`config.mk`:
```
export PLATFORM = sky130hd
export DESIGN_NAME = hazard_ctl_flat
export DESIGN_NICKNAME = d
export VERILOG_FILES = /design/src/rtl/hazard_if.sv /design/src/rtl/hazard_ctl.sv /design/src/flat_wrapper.sv
export SDC_FILE = /design/constraint.sdc
export NUM_CORES = 1
export LEC_CHECK = 0
export CAP_MARGIN = 40
export CORE_MARGIN = 5
export CORE_UTILIZATION = 40
export CTS_BUF_LIST = sky130_fd_sc_hd__clkbuf_4
export DETAILED_ROUTE_END_ITERATION = 16
export GPL_TIMING_DRIVEN = 0
export PLACE_DENSITY = 0.72
export SLEW_MARGIN = 20
export SYNTH_ARGS = -nofsm -noshare
export SYNTH_HDL_FRONTEND = slang
export SYNTH_SLANG_ARGS = --single-unit
```
`constraint.sdc`:
```
create_clock -name clk -period 4.3 [get_ports clk]
set_clock_uncertainty 0.1 [all_clocks]
set_input_delay 1.29 -clock clk [delete_from_list [all_inputs] [get_ports clk]]
set_output_delay 1.29 -clock clk [all_outputs]
set_load 0.05 [all_outputs]
```
`src/rtl/hazard_if.sv`:
```
// Pipeline hazard control bus: ID/EX hazard inputs in, stall/flush controls out.
// The slave side is the hazard controller; the master side is the pipeline.
interface hazard_if;
  logic [2:0] ifidA;
  logic [2:0] ifidB;
  logic       useA;
  logic       useB;
  logic       idexR;
  logic [2:0] idexD;
  logic       idexMD;
  logic       exTaken;
  logic       stall;
  logic       flushIfid;
  logic       flushIdex;
  logic       mdBusy;
  logic [7:0] stallCnt;

  modport master (
    output ifidA, ifidB, useA, useB, idexR, idexD, idexMD, exTaken,
    input  stall, flushIfid, flushIdex, mdBusy, stallCnt
  );

  modport slave (
    input  ifidA, ifidB, useA, useB, idexR, idexD, idexMD, exTaken,
    output stall, flushIfid, flushIdex, mdBusy, stallCnt
  );
endinterface

```
`src/rtl/hazard_ctl.sv`:
```
// Hazard controller: load-use stalls, multi-cycle EX occupancy and branch flushes,
// plus a saturating count of stalled cycles.
module hazard_ctl #(
  parameter int MD_LAT = 4
) (
  input  logic     clk,
  input  logic     reset,
  hazard_if.slave  bus
);

  localparam logic [1:0] IDLE   = 2'd0;
  localparam logic [1:0] MDBUSY = 2'd1;
  localparam logic [1:0] FLUSH2 = 2'd2;

  logic [1:0] state_q, state_d;
  logic [3:0] md_cnt_q, md_cnt_d;
  logic [7:0] stall_cnt_q, stall_cnt_d;

  logic lu;
  logic stall_c, flush_ifid_c, flush_idex_c, md_busy_c;

  assign lu = bus.idexR & ((bus.useA & (bus.ifidA == bus.idexD)) |
                           (bus.useB & (bus.ifidB == bus.idexD)));

  always_comb begin
    state_d      = state_q;
    md_cnt_d     = md_cnt_q;
    stall_c      = 1'b0;
    flush_ifid_c = 1'b0;
    flush_idex_c = 1'b0;
    md_busy_c    = 1'b0;

    case (state_q)
      IDLE: begin
        if (bus.exTaken) begin
          flush_ifid_c = 1'b1;
          flush_idex_c = 1'b1;
          state_d      = FLUSH2;
        end else if (bus.idexMD) begin
          // The issuing cycle is the first of MD_LAT stalled cycles.
          stall_c   = 1'b1;
          md_busy_c = 1'b1;
          md_cnt_d  = 4'(MD_LAT - 2);
          state_d   = MDBUSY;
        end else if (lu) begin
          stall_c      = 1'b1;
          flush_idex_c = 1'b1;
        end
      end
      MDBUSY: begin
        stall_c   = 1'b1;
        md_busy_c = 1'b1;
        if (md_cnt_q == 4'd0) begin
          state_d = IDLE;
        end else begin
          md_cnt_d = md_cnt_q - 4'd1;
        end
      end
      FLUSH2: begin
        flush_ifid_c = 1'b1;
        state_d      = IDLE;
      end
      default: begin
        state_d = IDLE;
      end
    endcase

    // Outputs must read quiet while reset is held, regardless of inputs.
    if (reset) begin
      stall_c      = 1'b0;
      flush_ifid_c = 1'b0;
      flush_idex_c = 1'b0;
      md_busy_c    = 1'b0;
    end

    stall_cnt_d = stall_cnt_q;
    if (stall_c && (stall_cnt_q != 8'hFF)) begin
      stall_cnt_d = stall_cnt_q + 8'd1;
    end
  end

  always_ff @(posedge clk or posedge reset) begin
    if (reset) begin
      state_q     <= IDLE;
      md_cnt_q    <= 4'd0;
      stall_cnt_q <= 8'd0;
    end else begin
      state_q     <= state_d;
      md_cnt_q    <= md_cnt_d;
      stall_cnt_q <= stall_cnt_d;
    end
  end

  assign bus.stall     = stall_c;
  assign bus.flushIfid = flush_ifid_c;
  assign bus.flushIdex = flush_idex_c;
  assign bus.mdBusy    = md_busy_c;
  assign bus.stallCnt  = stall_cnt_q;

endmodule
```
`src/flat_wrapper.sv`:
```
// flat-port wrapper written by rule: the top's interface ports become plain ports
module hazard_ctl_flat 
#(
  parameter int MD_LAT = 4
)
  (clk, reset, bus_ifidA, bus_ifidB, bus_useA, bus_useB, bus_idexR, bus_idexD, bus_idexMD, bus_exTaken, bus_stall, bus_flushIfid, bus_flushIdex, bus_mdBusy, bus_stallCnt);
  hazard_if bus_i ();
  input  logic clk;
  input  logic reset;
  input wire logic [$bits(bus_i.ifidA)-1:0] bus_ifidA;
  input wire logic [$bits(bus_i.ifidB)-1:0] bus_ifidB;
  input wire logic [$bits(bus_i.useA)-1:0] bus_useA;
  input wire logic [$bits(bus_i.useB)-1:0] bus_useB;
  input wire logic [$bits(bus_i.idexR)-1:0] bus_idexR;
  input wire logic [$bits(bus_i.idexD)-1:0] bus_idexD;
  input wire logic [$bits(bus_i.idexMD)-1:0] bus_idexMD;
  input wire logic [$bits(bus_i.exTaken)-1:0] bus_exTaken;
  output wire logic [$bits(bus_i.stall)-1:0] bus_stall;
  output wire logic [$bits(bus_i.flushIfid)-1:0] bus_flushIfid;
  output wire logic [$bits(bus_i.flushIdex)-1:0] bus_flushIdex;
  output wire logic [$bits(bus_i.mdBusy)-1:0] bus_mdBusy;
  output wire logic [$bits(bus_i.stallCnt)-1:0] bus_stallCnt;
  assign bus_i.ifidA = bus_ifidA;
  assign bus_i.ifidB = bus_ifidB;
  assign bus_i.useA = bus_useA;
  assign bus_i.useB = bus_useB;
  assign bus_i.idexR = bus_idexR;
  assign bus_i.idexD = bus_idexD;
  assign bus_i.idexMD = bus_idexMD;
  assign bus_i.exTaken = bus_exTaken;
  assign bus_stall = bus_i.stall;
  assign bus_flushIfid = bus_i.flushIfid;
  assign bus_flushIdex = bus_i.flushIdex;
  assign bus_mdBusy = bus_i.mdBusy;
  assign bus_stallCnt = bus_i.stallCnt;
  hazard_ctl #(.MD_LAT(MD_LAT)) u_core (.clk(clk), .reset(reset), .bus(bus_i));
endmodule
```
Word level (Yosys, flattened, before mapping)
Cells that the tools add are included.
{ "word_totals": {"ff_bits": 14, "inputBits": 16} }
{ "classes": {"bitwise_logic": 4, "add_sub_neg": 2, "eq_ne": 10, "mux": 24, "reduce_logical": 6} }
{ "ops": {"columns": ["op", "count"], "rows": [
  ["1-bit two-way mux", 13],
  ["4-bit two-way mux", 3],
  ["8-bit by 1-bit adder with 8-bit output, second input constant", 1],
  ["8-bit inequality test, second input constant", 1],
  ["4-bit case mux with 2 select lines", 1],
  ["3-bit equality test", 2],
  ["2-bit two-way mux", 3],
  ["2-bit inequality test, second input constant", 3],
  ["1-bit case mux with 2 select lines", 3],
  ["4-bit zero test", 1],
  ["2-bit case mux with 2 select lines", 1],
  ["4-bit AND reduction", 1],
  ["4-bit by 1-bit subtractor with 4-bit output, second input constant", 1],
  ["1-bit AND", 3],
  ["3-bit inequality test, second input constant", 1],
  ["2-bit by 1-bit equality test with 1-bit output, second input constant", 1],
  ["2-bit equality test, second input constant", 1],
  ["2-bit zero test", 1],
  ["2-bit by 1-bit inequality test with 1-bit output, second input constant", 1],
  ["2-bit AND reduction", 1],
  ["2-bit nonzero test", 1],
  ["1-bit logical AND", 1],
  ["1-bit bitwise OR", 1]
]} }

Logic depth before layout (Yosys ltp)
Gate-level depths: netlist (run 1).
{ "logic_depth": {"ltp_word": 10, "depth_mapped": 7, "depth_no_buf": 7} }

Least setup slack after synthesis (run 1)
Ideal clock, no wire load.
{ "synth_timing": {"kind": "in2out", "from": "in bus_exTaken", "to": "out bus_stall", "t_required_ns": 2.910, "setup_slack_ns": 0.123, "n_path_buf": 0, "t_arrival_ns": 2.787, "path_stages": 4, "path_cell_list": "inv_1 -> a21oi_1 -> nor3_2 -> or2_1"} }
{ "synth_via": {"elab_chain_cells": 3} }
{ "synth_rtl": {"columns": ["element", "line_no", "source"], "rows": [
  ["start, declared", "flat_wrapper.sv:17", "input wire logic [$bits(bus_i.exTaken)-1:0] bus_exTaken;"],
  ["1-bit two-way mux", "hazard_ctl.sv:35", "if (bus.exTaken) begin"],
  ["1-bit case mux with 2 select lines", "hazard_ctl.sv:33", "case (state_q)"],
  ["1-bit two-way mux", "hazard_ctl.sv:69", "if (reset) begin"],
  ["end, declared", "flat_wrapper.sv:18", "output wire logic [$bits(bus_i.stall)-1:0] bus_stall;"]
]} }
Every way passes these cells.

Worst setup path after layout (run 1)
{ "layout_timing": {"from": "in bus_ifidA[2]", "to": "out bus_flushIdex"} }
{ "layout_via": {"elab_chain_cells": 9} }
{ "layout_rtl": {"columns": ["element", "line_no", "source"], "rows": [
  ["start, declared", "flat_wrapper.sv:10", "input wire logic [$bits(bus_i.ifidA)-1:0] bus_ifidA;"],
  ["3-bit equality test", "hazard_ctl.sv:22", "assign lu = bus.idexR & ((bus.useA & (bus.ifidA == bus.idexD)) |"],
  ["1-bit AND", "hazard_ctl.sv:22", null],
  ["1-bit bitwise OR", "hazard_ctl.sv:22", null],
  ["1-bit AND", "hazard_ctl.sv:22", null],
  ["1-bit two-way mux", "hazard_ctl.sv:45", "end else if (lu) begin"],
  ["1-bit two-way mux", "hazard_ctl.sv:39", "end else if (bus.idexMD) begin"],
  ["1-bit two-way mux", "hazard_ctl.sv:35", null],
  ["1-bit two-way mux", "hazard_ctl.sv:33", null],
  ["1-bit two-way mux", "hazard_ctl.sv:69", null],
  ["end, declared", "flat_wrapper.sv:20", "output wire logic [$bits(bus_i.flushIdex)-1:0] bus_flushIdex;"]
]} }
Every way passes these cells.

==> impl_metrics.xml, run 1 <==
<?xml version="1.0" encoding="UTF-8"?>
<metrics>
  <group name="detailed_routing">
    <metric name="first_iter_violations" unit="">3</metric>
    <metric name="drt_drc_violations_left" unit="">0</metric>
    <metric name="drt_first_pass_iters" unit="">2</metric>
    <metric name="number_of_vias_per_cell_after_detailed_routing" unit="">5.19</metric>
    <metric name="via_count" unit="">716</metric>
    <metric name="finalWirelength" unit="mm">1.95</metric>
    <metric name="postRouteAntennaNets" unit="">0</metric>
    <metric name="drt-wirelength-per-cell" unit="um">14.1</metric>
  </group>
  <group name="yosys">
    <metric name="post_synth_and_or_nand_nor_area_fraction" unit="%">18.3</metric>
    <metric name="synth_top_cells_by_area" unit="">dfrtp_1 42%, xnor2_1 14%, a2111oi_4 3.3%, o2111ai_1 3.2%, ha_1 3.0%</metric>
    <metric name="complex_gate_fraction_of_the_synthesized_area" unit="%">15.8</metric>
    <metric name="synthCells" unit="">79</metric>
    <metric name="yosysTopAreaCell" unit="">dfrtp_1</metric>
    <metric name="syn-mean-instance-area" unit="um^2">10.5</metric>
    <metric name="synth.yosys.warnings" unit="">0</metric>
    <metric name="synth.distinct_cells" unit="">28</metric>
    <metric name="synthXorXnorAreaFrac" unit="%">14.8</metric>
    <metric name="synthAdderAreaFrac" unit="%">3.02</metric>
    <metric name="synth_top_family_by_area" unit="">simple AND/OR/NAND/NOR gates</metric>
    <metric name="syn-cell-area" unit="um^2">830</metric>
    <metric name="synth-seq-cells" unit="">14</metric>
    <metric name="post_synth_mux_area_share" unit="%">3.17</metric>
    <metric name="synth_nets" unit="">97</metric>
    <metric name="ys_seq_area_share" unit="%">42.2</metric>
    <metric name="synth_top_area_share" unit="%">42.2</metric>
  </group>
  <group name="worst_setup_path">
    <metric name="crit-reg2reg-launch" unit="">u_core.state_q[1]</metric>
    <metric name="critPathMaxFanout" unit="">2</metric>
    <metric name="worstSetupPathType" unit="">in -&gt; out</metric>
    <metric name="timing.critical_path.slowest_cell_delay" unit="ns">0.50</metric>
    <metric name="cp_num_buf_inv" unit="">2</metric>
    <metric name="worst-endpoint-arrival" unit="ns">2.80</metric>
    <metric name="crit_path_frequent_cell" unit="">a21oi_1</metric>
    <metric name="regToRegEndpoint" unit="">u_core.bus.stallCnt[6]</metric>
    <metric name="cpLargestDelayFamily" unit="">buffers and inverters</metric>
    <metric name="critPathCaptureType" unit="">primary output</metric>
    <metric name="required" unit="ns">2.91</metric>
    <metric name="critical-path-slowest-cell" unit="">clkdlybuf4s50_1</metric>
    <metric name="r2r.worst_path.cells" unit="">5</metric>
    <metric name="rrSetupSlack" unit="ns">2.23</metric>
    <metric name="critPathLaunchType" unit="">input pin</metric>
    <metric name="crit_path_cell_trace" unit="">clkdlybuf4s50_1, xnor2_1, nand4_1, a21oi_1, a21oi_1, nor2_1, clkdlybuf4s15_2</metric>
  </group>
  <group name="finish">
    <metric name="stdcell_area" unit="um^2">1190</metric>
    <metric name="share_of_the_core_filled_with_cells_in_the_final_layout" unit="%">60.5</metric>
    <metric name="seqCellArea" unit="um^2">350</metric>
    <metric name="n_fill_cell" unit="">185</metric>
    <metric name="antenna-diode-count" unit="">0</metric>
    <metric name="layout.cells.most_common_list" unit="">19 x clkdlybuf4s50_1, 14 x dfrtp_1, 13 x xnor2_1</metric>
    <metric name="footprint_of_the_multi_input_gates" unit="um^2">463</metric>
    <metric name="drive_above_1_share" unit="%">12.6</metric>
    <metric name="num-nets-final" unit="">130</metric>
    <metric name="layout-area-overhead-vs-synth" unit="%">43.0</metric>
    <metric name="mostFrequentLayoutCell" unit="">clkdlybuf4s50_1</metric>
  </group>
  <group name="sta">
    <metric name="slew_headroom" unit="%">64.2</metric>
    <metric name="rsz_0062_raised_after_global_routing" unit="">false</metric>
    <metric name="setup_violation_total_in_the_final_timing_report" unit="">0</metric>
    <metric name="worst-slew-pin-transition" unit="ns">0.537</metric>
    <metric name="max_freq" unit="MHz">239</metric>
    <metric name="min_period_over_period" unit="%">97.5</metric>
    <metric name="maxSlewViolCount" unit="">0</metric>
    <metric name="timing.final.crit_period" unit="ns">4.19</metric>
    <metric name="finalHoldViolations" unit="">0</metric>
  </group>
  <group name="status">
    <metric name="outcome" unit="">completed</metric>
  </group>
  <group name="clock_network">
    <metric name="clock_root_buffer" unit="">clkbuf_4</metric>
    <metric name="tritoncts" unit="">built</metric>
    <metric name="cts_max_path_bufs" unit="">2</metric>
    <metric name="cts.sink_count" unit="">14</metric>
    <metric name="clkLatencyLatePin" unit="ns">0.26</metric>
    <metric name="cts_htree_levels" unit="">1</metric>
    <metric name="cts.clk_slew.worst_paths" unit="ns">0.09</metric>
    <metric name="cts_buffers" unit="">3</metric>
  </group>
  <group name="floorplanning">
    <metric name="dieHeight" unit="um">55.5</metric>
    <metric name="fp.dieW" unit="um">55.5</metric>
    <metric name="floorplan.die_area" unit="um^2">3080</metric>
    <metric name="boundaryPins" unit="">28</metric>
    <metric name="initial_core_util" unit="%">42.3</metric>
    <metric name="core.rowCount" unit="">16</metric>
    <metric name="core_region_area" unit="um^2">1960</metric>
  </group>
  <group name="pwr">
    <metric name="intPower" unit="W">0.000343</metric>
    <metric name="switching_share" unit="%">47.0</metric>
    <metric name="combPwrFrac" unit="%">52.9</metric>
    <metric name="power.net_switching" unit="W">0.000304</metric>
    <metric name="p_leak" unit="nW">0.508</metric>
    <metric name="power_share_of_the_sequential_group" unit="%">35.3</metric>
    <metric name="peakVddDrop" unit="mV">0.433</metric>
    <metric name="pwr-share-clk" unit="%">11.8</metric>
    <metric name="p_per_area" unit="nW/um^2">545</metric>
    <metric name="design_power_total" unit="W">0.000647</metric>
  </group>
  <group name="global_routing">
    <metric name="antenna_found_initial" unit="">0</metric>
    <metric name="grt_start_max_net_pins" unit="">15</metric>
    <metric name="globalRoute.totalOverflow" unit="">0</metric>
    <metric name="grt_pass1_vias" unit="">767</metric>
    <metric name="grt_util_all_layers" unit="%">13.4</metric>
    <metric name="grt_pass1_wl" unit="mm">3.41</metric>
  </group>
  <group name="worst_hold_path">
    <metric name="timing.hold.worst.start" unit="">u_core.bus.stallCnt[4]</metric>
    <metric name="timing.hold.worst_endpoint" unit="">u_core.bus.stallCnt[4]</metric>
    <metric name="hold_path_class" unit="">reg -&gt; reg</metric>
    <metric name="holdPathStages" unit="">1</metric>
  </group>
  <group name="run">
    <metric name="drv.max_cap_violation_count" unit="">0</metric>
  </group>
  <group name="place">
    <metric name="placed_cell_area" unit="um^2">1130</metric>
    <metric name="port-buffer-count" unit="">27</metric>
    <metric name="dp_hpwl" unit="mm">1.50</metric>
    <metric name="gp_congestion" unit="">0.765</metric>
  </group>
</metrics>
worst max path at each step:
stage                            start  cells after the start             to  slack, ns
final                     bus_ifidA[2]                      7  bus_flushIdex       0.11
after global routing      bus_ifidB[1]                      6      bus_stall      0.003
after CTS                 bus_idexD[0]                      6      bus_stall       0.04
after detailed placement  bus_idexD[0]                      6      bus_stall      -0.82
after global placement    bus_idexD[0]                      6      bus_stall      -0.82
after floorplan            bus_exTaken                      4      bus_stall       0.12
area by class of cell:
| cell class | count | area share, % |
|---|---|---|
| multi-input cells | 59 | 39.0 |
| flip-flops and latches | 14 | 29.5 |
| repair buffers | 28 | 24.5 |
| well taps | 27 | 2.85 |
| clock buffers | 3 | 1.90 |
| inverters | 6 | 1.90 |
| clock inverters | 1 | 0.316 |
state kept, by name, summed over array words and instances, names as in the netlist:
name and count:
u_core.bus.stallCnt 8, u_core.md_cnt_q 4, u_core.state_q 2
cells by family (layout without fill, tap and decap cells):
logic type	after synthesis	in the layout
simple gates	26	26
compound gates	15	15
buf+inv	6	38
xor+xnor	14	14
flops	14	14
mux	2	2
fa+ha+maj	2	2
per-layer routing:
metal  global-route usage [%]  part of all wire (%)  vias to the layer above
met1                     15.6                    46                      337
met4                     7.29                   3.1                        0
li1                         -                     -                      348
met5                        0                     0                        -
met2                     21.8                    46                       25
met3                     3.96                   4.5                        6
stage by stage:
stage,worst slack [ns],instances,hold WS [ns],setup TNS (ns)
final,0.109,138,0.419,0
after global placement,-0.815,133,0.402,-1.66
after global routing,0.00344,138,0.458,0
after CTS,0.0430,138,0.425,0
after detailed placement,-0.816,133,0.412,-1.66
after floorplan,0.123,79,0.390,0
synthesized netlist by cell type:
| master | n |
|---|---|
| dfrtp_1 | 14 |
| and2_1 | 1 |
| mux2_4 | 1 |
| xnor2_1 | 13 |
| and2b_4 | 1 |
| nor3_1 | 2 |
| a31oi_1 | 1 |
| a2111oi_4 | 1 |
| nor3_2 | 1 |
| o21ai_1 | 2 |
| and3_1 | 2 |
| or2_1 | 1 |
| o21ai_2 | 1 |
| o2111ai_1 | 3 |
| nand2_1 | 1 |
| nor2_1 | 6 |
| inv_1 | 6 |
| xor2_1 | 1 |
| mux2_1 | 1 |
| nand3_1 | 3 |
| ha_1 | 2 |
| nand2b_1 | 3 |
| nor4_1 | 2 |
| nand4_1 | 2 |
| a21oi_1 | 3 |
| o211ai_1 | 3 |
| o2111ai_2 | 1 |
| or3_4 | 1 |
timing repair:
item | CTS | global route
buffers inserted | 1 | 0
hold buffers | 0 | 0
gates cloned | 0 | 0
pin swaps | 1 | 3
setup endpoints to repair | 4 | 2
resized for setup | 14 | 5
power by group through the flow:
| stage | sequential, W | clock, W | combinational (W) |
|---|---|---|---|
| after floorplan | 0.000304 | 0 | 0.000152 |
| after global placement | 0.000226 | 0 | 0.000335 |
| after detailed placement | 0.000230 | 0 | 0.000341 |
| after CTS | 0.000228 | 0.0000763 | 0.000344 |
| after global routing | 0.000238 | 0.0000849 | 0.000366 |
| final | 0.000229 | 0.0000762 | 0.000342 |
worst reg2reg max path: stages (launching register included):
cell,delay (ns)
dfrtp_1,0.46
or3_4,0.43
a2111oi_4,0.34
buf_4,0.22
o2111ai_2,0.12
mux2_4,0.31
Power figures use the tool's default switching activity.
==> run 2, diff against run 1 <==
CORE_ASPECT_RATIO = 1.75   (was default)
CORE_MARGIN = 3   (was 5)
CORE_UTILIZATION = 31   (was 40)
PLACE_DENSITY = default   (was 0.72)
RECOVER_POWER = 100   (was default)
==> run 2 against run 1 <==
Against the previous run: worst hold slack improved by 0.0010 ns; routed wire length up 0.62%; maximum frequency shrank 0.44%; critical endpoint is now bus_stall; final cell count is 0.72% lower; sequential share of layout area is 0.54 points higher; final area decreased by 1.8%; setup slack worse by 0.019 ns; critical path depth decreased by 2; combinational power down 5%; total power shrank 2.7%.
==> impl_metrics.xml, run 2 (synthesized netlist as in run 1, its figures left out) <==
<?xml version="1.0" encoding="UTF-8"?>
<metrics>
  <group name="clock_network">
    <metric name="holdBufCountCts" unit="">0</metric>
    <metric name="cts.clk_slew.worst_paths" unit="ns">0.08</metric>
    <metric name="tritoncts" unit="">built</metric>
    <metric name="clkLatencyLatePin" unit="ns">0.28</metric>
    <metric name="cts.sink_count" unit="">14</metric>
    <metric name="cts_htree_levels" unit="">1</metric>
    <metric name="cts_max_path_bufs" unit="">2</metric>
    <metric name="clock_root_buffer" unit="">clkbuf_4</metric>
    <metric name="cts_buffers" unit="">3</metric>
  </group>
  <group name="detailed_routing">
    <metric name="via_count" unit="">713</metric>
    <metric name="finalWirelength" unit="mm">1.96</metric>
    <metric name="drt_drc_violations_left" unit="">0</metric>
    <metric name="drt_first_pass_iters" unit="">4</metric>
    <metric name="first_iter_violations" unit="">10</metric>
    <metric name="number_of_vias_per_cell_after_detailed_routing" unit="">5.20</metric>
    <metric name="drt-wirelength-per-cell" unit="um">14.3</metric>
    <metric name="postRouteAntennaNets" unit="">0</metric>
  </group>
  <group name="finish">
    <metric name="layout-area-overhead-vs-synth" unit="%">40.4</metric>
    <metric name="num-nets-final" unit="">130</metric>
    <metric name="largest_register_ffs" unit="">8</metric>
    <metric name="n_fill_cell" unit="">274</metric>
    <metric name="mostFrequentLayoutCell" unit="">dfrtp_1</metric>
    <metric name="layout.cells.most_common_list" unit="">14 x dfrtp_1, 13 x xnor2_1, 10 x clkdlybuf4s50_1</metric>
    <metric name="stdcell_area" unit="um^2">1160</metric>
    <metric name="antenna-diode-count" unit="">0</metric>
    <metric name="drive_above_1_share" unit="%">9.91</metric>
  </group>
  <group name="place">
    <metric name="gp_congestion" unit="">0.745</metric>
    <metric name="placed_cell_area" unit="um^2">1130</metric>
    <metric name="port-buffer-count" unit="">27</metric>
    <metric name="dp_hpwl" unit="mm">1.52</metric>
  </group>
  <group name="worst_setup_path">
    <metric name="rrSetupSlack" unit="ns">2.03</metric>
    <metric name="critPathMaxFanout" unit="">4</metric>
    <metric name="regToRegEndpoint" unit="">u_core.bus.stallCnt[1]</metric>
    <metric name="worst_setup_path_startpoint" unit="">reset</metric>
    <metric name="crit-reg2reg-launch" unit="">u_core.state_q[1]</metric>
    <metric name="worstSetupPathType" unit="">in -&gt; out</metric>
    <metric name="r2r.worst_path.cells" unit="">5</metric>
    <metric name="worst-endpoint-arrival" unit="ns">2.82</metric>
    <metric name="critPathCaptureType" unit="">primary output</metric>
    <metric name="critical_path.endpoint" unit="">bus_stall</metric>
    <metric name="critPathLaunchType" unit="">input pin</metric>
    <metric name="required" unit="ns">2.91</metric>
  </group>
  <group name="sta">
    <metric name="timing.final.crit_period" unit="ns">4.21</metric>
    <metric name="smallest_hold_slack" unit="ns">0.420</metric>
    <metric name="max_freq" unit="MHz">238</metric>
    <metric name="slew_headroom" unit="%">63.6</metric>
    <metric name="finalHoldViolations" unit="">0</metric>
    <metric name="maxSlewViolCount" unit="">0</metric>
    <metric name="setup_violation_total_in_the_final_timing_report" unit="">0</metric>
    <metric name="min_period_over_period" unit="%">97.9</metric>
    <metric name="rsz_0062_raised_after_global_routing" unit="">false</metric>
    <metric name="worst-slew-pin-transition" unit="ns">0.545</metric>
  </group>
  <group name="status">
    <metric name="outcome" unit="">completed</metric>
  </group>
  <group name="global_routing">
    <metric name="grt_pass1_vias" unit="">776</metric>
    <metric name="grt_util_all_layers" unit="%">13.1</metric>
    <metric name="grtUsageMet2" unit="%">22.9</metric>
    <metric name="grt.busiest_layer" unit="">met2</metric>
    <metric name="globalRoute.totalOverflow" unit="">0</metric>
    <metric name="groute.layer.met3.usage" unit="%">3.15</metric>
    <metric name="globalRouteMet1Util" unit="%">14.5</metric>
    <metric name="grt_pass1_wl" unit="mm">3.24</metric>
    <metric name="grt_start_max_net_pins" unit="">15</metric>
    <metric name="antenna_found_initial" unit="">0</metric>
  </group>
  <group name="floorplanning">
    <metric name="fp.dieW" unit="um">45.1</metric>
    <metric name="floorplan.die_area" unit="um^2">3360</metric>
    <metric name="dieHeight" unit="um">74.4</metric>
    <metric name="boundaryPins" unit="">28</metric>
    <metric name="initial_core_util" unit="%">32.9</metric>
    <metric name="core_region_area" unit="um^2">2520</metric>
    <metric name="core.rowCount" unit="">24</metric>
  </group>
  <group name="pwr">
    <metric name="peakVddDrop" unit="mV">0.378</metric>
    <metric name="p_leak" unit="nW">0.519</metric>
    <metric name="p_per_area" unit="nW/um^2">540</metric>
  </group>
  <group name="run">
    <metric name="drv.max_cap_violation_count" unit="">0</metric>
  </group>
  <group name="worst_hold_path">
    <metric name="hold_path_class" unit="">reg -&gt; reg</metric>
  </group>
</metrics>
[run 2: changes by cell type in the layout (fill, tap and decap cells not counted)]
cell             previous run  this run
buf_4                       1         0
clkbuf_1                    0         1
clkbuf_2                    0         1
clkdlybuf4s15_2             2         1
clkdlybuf4s50_1            19        10
dlygate4sd3_1               0         9
o2111ai_1                   3         4
o2111ai_2                   1         0
o21ai_0                     0         2
o21ai_1                     2         1
o21ai_2                     1         0
[run 2: where the power goes]
group	total, W	switching, W	internal [W]	leakage, nW
logic	0.000324	0.000203	0.000121	0.325
registers	0.000228	0.0000516	0.000176	0.178
clock network	0.0000775	0.0000438	0.0000337	0.0154
[run 2: per-layer routing]
metal / wire length, um / vias to the layer above
met5: 0 / -
met4: 41 / 0
met2: 991 / 28
met1: 787 / 331
met3: 137 / 5
li1: - / 349
[run 2: stage by stage]
stage	utilization [%]	std cells	setup slack [ns]	power (W)	TNS, ns
final	46.2	137	0.0901	0.000629	0
after global routing	46.2	137	0.00358	0.000674	0
after CTS	46.2	137	0.00447	0.000650	0
after detailed placement	44.9	132	-0.897	0.000571	-1.84
after global placement	44.9	132	-0.865	0.000564	-1.75
after floorplan	-	79	0.123	0.000456	0
[run 2: worst min-delay path by stage]
stage / slack, ns / start / to / cells past startpoint
floorplan: 0.39 / u_core.state_q[0] / u_core.state_q[1] / 1
global placement: 0.42 / u_core.bus.stallCnt[7] / u_core.bus.stallCnt[7] / 1
detailed placement: 0.42 / u_core.bus.stallCnt[0] / u_core.bus.stallCnt[0] / 1
CTS: 0.43 / u_core.bus.stallCnt[0] / u_core.bus.stallCnt[0] / 1
global route: 0.46 / u_core.bus.stallCnt[0] / u_core.bus.stallCnt[0] / 1
finish: 0.42 / u_core.bus.stallCnt[0] / u_core.bus.stallCnt[0] / 1
[run 2: repair_timing]
item,CTS,global route
buffers inserted,1,0
endpoints found under the hold margin,0,0
endpoints found under the setup margin,4,1
pin swaps,1,5
gates resized for setup,16,5
[run 2: cell type report]
type	count	area (um^2)	share of cell area, %
clock buffer	3	22.5	1.93
clock inverter	1	3.75	0.322
inverter	6	22.5	1.93
multi-input combinational	59	453	38.9
sequential	14	350	30.1
tap	26	32.5	2.79
timing repair buffer	28	280	24.1
[run 2: worst max-delay path: stages]
cell	delay, ns
clkdlybuf4s50_1	0.50
or3_4	0.39
a2111oi_4	0.33
or2_1	0.16
buf_6	0.15
